File: src/rtl/fp_acc_sat.sv
// Saturating fixed-point accumulator for a multiply-accumulate datapath.
// Sums N_TERMS signed products in a guard-bit-extended register, then emits
// one saturated W_len-bit result per group over a valid/ready handshake.
// Optional feature: define FP_ACC_CLEAR_EN to add a synchronous `clear` input
// that aborts the current group from any state.
module fp_acc_sat #(
    parameter int unsigned W_len   = 16,
    parameter int unsigned W_fract = 14,
    parameter int unsigned N_TERMS = 8,
    parameter int unsigned G_BITS  = 4
) (
    input  logic             clk,
    input  logic             reset,
`ifdef FP_ACC_CLEAR_EN
    input  logic             clear,
`endif
    input  logic             in_valid,
    output logic             in_ready,
    input  logic [W_len-1:0] product,
    input  logic             in_ovf,
    input  logic             in_unf,
    output logic             out_valid,
    input  logic             out_ready,
    output logic [W_len-1:0] sum,
    output logic             sum_ovf,
    output logic             sum_unf,
    output logic             term_sat
);

    localparam int unsigned AW = W_len + G_BITS;
    localparam int unsigned CW = (N_TERMS > 1) ? $clog2(N_TERMS) : 1;

    localparam logic [CW-1:0]        LastCount = CW'(N_TERMS - 1);
    localparam logic [W_len-1:0]     TermMax   = {1'b0, {(W_len-1){1'b1}}};
    localparam logic [W_len-1:0]     TermMin   = {1'b1, {(W_len-1){1'b0}}};
    localparam logic signed [AW-1:0] SatMax    = {{(G_BITS+1){1'b0}}, {(W_len-1){1'b1}}};
    localparam logic signed [AW-1:0] SatMin    = {{(G_BITS+1){1'b1}}, {(W_len-1){1'b0}}};

    // Reject configurations where the accumulator could wrap or the format is empty.
    if (((1 << G_BITS) < N_TERMS) || (N_TERMS < 2) || (W_fract >= W_len)) begin : g_bad_cfg
        $error("fp_acc_sat: invalid parameter combination");
    end

    typedef enum logic [0:0] {StAcc, StHold} state_e;

    state_e                state_q, state_d;
    logic signed [AW-1:0]  acc_q, acc_d;
    logic [CW-1:0]         count_q, count_d;
    logic                  sticky_q, sticky_d;
    logic [W_len-1:0]      sum_q, sum_d;
    logic                  sum_ovf_q, sum_ovf_d;
    logic                  sum_unf_q, sum_unf_d;
    logic                  term_sat_q, term_sat_d;

    logic [W_len-1:0]      term;
    logic signed [AW-1:0]  acc_next;
    logic                  sticky_next;

    // Flag substitution (overflow wins) and the sign-extended running sum.
    always_comb begin
        if (in_ovf) begin
            term = TermMax;
        end else if (in_unf) begin
            term = TermMin;
        end else begin
            term = product;
        end
        acc_next    = acc_q + {{G_BITS{term[W_len-1]}}, term};
        sticky_next = sticky_q | in_ovf | in_unf;
    end

    // Next-state logic: accumulate in StAcc, present the result in StHold.
    always_comb begin
        state_d    = state_q;
        acc_d      = acc_q;
        count_d    = count_q;
        sticky_d   = sticky_q;
        sum_d      = sum_q;
        sum_ovf_d  = sum_ovf_q;
        sum_unf_d  = sum_unf_q;
        term_sat_d = term_sat_q;

        unique case (state_q)
            StAcc: begin
                if (in_valid) begin
                    acc_d    = acc_next;
                    sticky_d = sticky_next;
                    if (count_q == LastCount) begin
                        if (acc_next > SatMax) begin
                            sum_d     = TermMax;
                            sum_ovf_d = 1'b1;
                            sum_unf_d = 1'b0;
                        end else if (acc_next < SatMin) begin
                            sum_d     = TermMin;
                            sum_ovf_d = 1'b0;
                            sum_unf_d = 1'b1;
                        end else begin
                            sum_d     = acc_next[W_len-1:0];
                            sum_ovf_d = 1'b0;
                            sum_unf_d = 1'b0;
                        end
                        term_sat_d = sticky_next;
                        state_d    = StHold;
                    end else begin
                        count_d = count_q + CW'(1);
                    end
                end
            end
            StHold: begin
                if (out_ready) begin
                    acc_d    = '0;
                    count_d  = '0;
                    sticky_d = 1'b0;
                    state_d  = StAcc;
                end
            end
            default: state_d = StAcc;
        endcase

`ifdef FP_ACC_CLEAR_EN
        // Clear drops any same-cycle term and discards any pending result.
        if (clear) begin
            state_d    = StAcc;
            acc_d      = '0;
            count_d    = '0;
            sticky_d   = 1'b0;
            sum_d      = sum_q;
            sum_ovf_d  = sum_ovf_q;
            sum_unf_d  = sum_unf_q;
            term_sat_d = term_sat_q;
        end
`endif
    end

    // State and datapath registers with asynchronous active-low reset.
    always_ff @(posedge clk or negedge reset) begin
        if (!reset) begin
            state_q    <= StAcc;
            acc_q      <= '0;
            count_q    <= '0;
            sticky_q   <= 1'b0;
            sum_q      <= '0;
            sum_ovf_q  <= 1'b0;
            sum_unf_q  <= 1'b0;
            term_sat_q <= 1'b0;
        end else begin
            state_q    <= state_d;
            acc_q      <= acc_d;
            count_q    <= count_d;
            sticky_q   <= sticky_d;
            sum_q      <= sum_d;
            sum_ovf_q  <= sum_ovf_d;
            sum_unf_q  <= sum_unf_d;
            term_sat_q <= term_sat_d;
        end
    end

    // Handshake signals are pure state decodes.
    always_comb begin
        in_ready  = (state_q == StAcc);
        out_valid = (state_q == StHold);
        sum       = sum_q;
        sum_ovf   = sum_ovf_q;
        sum_unf   = sum_unf_q;
        term_sat  = term_sat_q;
    end

endmodule

File: config.mk
export PLATFORM = sky130hd
export DESIGN_NAME = fp_acc_sat
export DESIGN_NICKNAME = d
export VERILOG_FILES = /design/src/rtl/fp_acc_sat.sv
export SDC_FILE = /design/constraint.sdc
export NUM_CORES = 1
export LEC_CHECK = 0
export BUFFER_PORTS_ARGS = -buffer_cell sky130_fd_sc_hd__buf_4
export CORE_MARGIN = 2
export CORE_UTILIZATION = 58
export CTS_CLUSTER_SIZE = 12
export DETAILED_ROUTE_END_ITERATION = 10
export PLACE_DENSITY = 0.8
export SYNTH_ARGS = -nofsm -noshare
export SYNTH_HDL_FRONTEND = slang
export SYNTH_SLANG_ARGS = --single-unit
File: constraint.sdc
create_clock -name clk -period 3.5 [get_ports clk]
set_input_delay 0 -clock clk [delete_from_list [all_inputs] [get_ports clk]]
set_output_delay 0 -clock clk [all_outputs]
set_load 0.05 [all_outputs]
==> flow_summary.ini <==
[outcome]
outcome = finished, final reports clean

[power]
fin_total_pwr_mw = 4.089
power_frac_seq = 0.225
switching_share = 0.5094
p_leak_nw = 1.739
vdd_drop_max_mv = 0.5257
power_switching_mw = 2.083
internal_power_mw = 2.006
powerDensity_nw_per_um2 = 1120
p_clk_frac = 0.096
comb_power_share = 0.679

[timing]
finalHoldViolCount = 0
tightest_slew_ns = 1.026
holdWs_ns = 0.1173
relSlewSlack = 0.3158
grt_setup_unrepaired = false
period_needed_ns = 3.381
final-setup-viol-count = 0
fmax_mhz = 295.8
finalMaxSlewViolations = 0
post-route-period-util = 0.9659
fin_worst_skew_ns = 0.004153
setup_tns_ns = 0

[worst_setup_path]
crit_required_ns = 3.71
crit_path_max_incr_delay_ns = 0.54
crit_type = in2reg
critPathSlowestCell = dlygate4sd3_1
cp-start-kind = input port
crit_path_end_kind = flop
cp_max_fo = 14
cpMostUsedCell = buf_4
crit_chain = dlygate4sd3_1, buf_4, inv_1, buf_4, a21o_1, fa_1, a21o_1, a221oi_2, a2bb2oi_2, mux2_4, nor4_4, a21oi_2, buf_4, o211ai_1
crit_arrival_ns = 3.59

[finish]
area_growth_pct = 15.70
fin_util = 0.7061
layout.cells.non_filler = 441
nets = 414
drive_gt1_frac = 0.2183
final_common_cell = nand2_1
layout_common_cells = nand2_1 (52), buf_4 (47), dfrtp_1 (44)
antenna_cells = 0

[synthesis]
ys_seq_elements = 44
synth_edf_count = 0
synth-async-reset-ratio = 1.000
syn_nets = 375
synthesis.instances = 331
syn_avg_cell_area_um2 = 9.537
syn_area_um2 = 3157
synth_seq_area_share = 0.3488
synth_ff_type = dfrtp_1
ys_warn_count = 0
synth_cell_types = 59

[drt]
wl_met1_um = 3314
viasPerCell = 6.184
drcViolationCount = 0
wire_per_inst_um = 17.56
wl_met2_um = 3919
firstDrtPassIters = 5
via_count = 2727
route.top_layer_used = met4
wl_met3_um = 426
drtIter0Drc = 194
ant_nets = 0
routed_wl_um = 7746

[floorplanning]
die_area_um2 = 6049
coreArea_um2 = 5172
die_height_um = 77.78
io_pins = 43
initial_utilization = 0.6103
core.rowCount = 26
dieWidth_um = 77.78

[clocking]
clockBufferDepth = 2
clock_latency_ns = 0.30
cts_root_buf = clkbuf_8
cts_buffers = 5
cts_htree_levels = 2
numClockSinks = 44
clk_pin_slew_worst_paths_ns = 0.08
cts_tree = yes

[grt]
grt_pass1_wl_um = 13080
track_usage = 0.2692
grt_max_degree = 45
grt_pass1_vias = 2714
overflow = 0
antenna_found_initial = 0

[place]
gp_congestion = 0.8948
port_buffers = 42
place_hpwl_um = 5648
post-place-cells = 429

[min_path]
worst_hold_path_type = in2reg

[job]
cap_violations = 0
-- Yosys cell counts (all sizes together), types with 3 or more instances --
cell type  count  share of area
nand2         52          0.062
dfrtp         44           0.35
o21ai         25          0.041
a21o          21          0.050
ha            21          0.083
a21oi         20          0.033
o211ai        17          0.064
nor2          16          0.019
a22o          14          0.039
buf           11          0.025
a211oi         9          0.025
xnor2          9          0.025
clkbuf         6         0.0075
xor2           6          0.017
inv            5         0.0059
nor3           5          0.011
a221oi         3         0.0083
and2           3         0.0059
and3           3         0.0059
and4           3         0.0083
o311ai         3         0.0083
o31ai          3         0.0071
-- critical path: cells and delay by family --
kind            cells  cell delay (ns)
compound gates      6             1.31
fa+ha+maj           1             0.43
buf+inv             5             1.15
mux                 1             0.35
simple gates        1             0.36
-- stage by stage --
stage                     instance area [µm²]  setup slack (ns)
final                                    3652            0.1194
after floorplan                          3157            0.5270
after CTS                                3617           0.03047
after global routing                     3652           0.03300
after detailed placement                 3480            0.2298
after global placement                   3480            0.3598
-- power groups by stage --
stage                     Sequential, mW  Combinational (mW)  Clock, mW
after detailed placement           0.927                2.70          0
final                              0.919                2.78      0.391
after global routing               0.951                3.00      0.412
after global placement             0.915                2.65          0
after CTS                          0.917                2.72      0.391
after floorplan                     1.27                1.73          0
-- kinds of logic (layout without fill, tap and decap cells) --
logic type,Yosys count,after routing,share of synthesized area
AOI/OAI and AO/OA,129,129,0.3167
xor gates and xnor gates,16,16,0.04915
adders and majority gates,22,22,0.08958
buffers and inverters,24,64,0.04439
DFF,44,44,0.3488
muxes,4,4,0.01585
and+or+nand+nor,92,92,0.1356
-- worst paths after layout --
check	endpoint	from	slack, ns	cells after the start
max	sum[2]	in_unf	0.12	14
min	sticky_q	in_ovf	0.12	3
max reg2reg	sum[2]	acc_q[0]	0.30	10
min reg2reg	sum_ovf	sum_ovf	0.48	2
max in group asynchronous	sum[11]	reset	2.87	2
min in group asynchronous	acc_q[8]	reset	0.23	2
-- cell type report --
class / instances / area (µm²)
Inverter: 5 / 18.77
Multi-Input combinational cell: 263 / 1934
Sequential cell: 44 / 1101
Clock buffer: 6 / 72.57
Fill cell: 406 / 1520
Timing Repair Buffer: 51 / 402.9
Tap cell: 70 / 87.58
Clock inverter: 2 / 35.03
-- per-layer routing --
metal,track usage,vias up
met1,0.3549,1299
met5,0,-
li1,-,1318
met2,0.4569,99
met4,0.07321,0
met3,0.04535,11
-- flip-flops by register name, indices dropped and copies added, names as in the netlist --
| register | count |
|---|---|
| sum_ovf | 1 |
| term_sat | 1 |
| count_q | 3 |
| out_valid | 1 |
| sum | 16 |
| acc_q | 20 |
| sticky_q | 1 |
| sum_unf | 1 |
-- repair_timing --
action	CTS	global route
hold buffers	3	0
setup buffers	0	1
setup endpoints to repair	0	14
endpoints found under the hold margin	47	0
resized for setup	0	2
No activity file was read; power rests on OpenSTA's default activity.
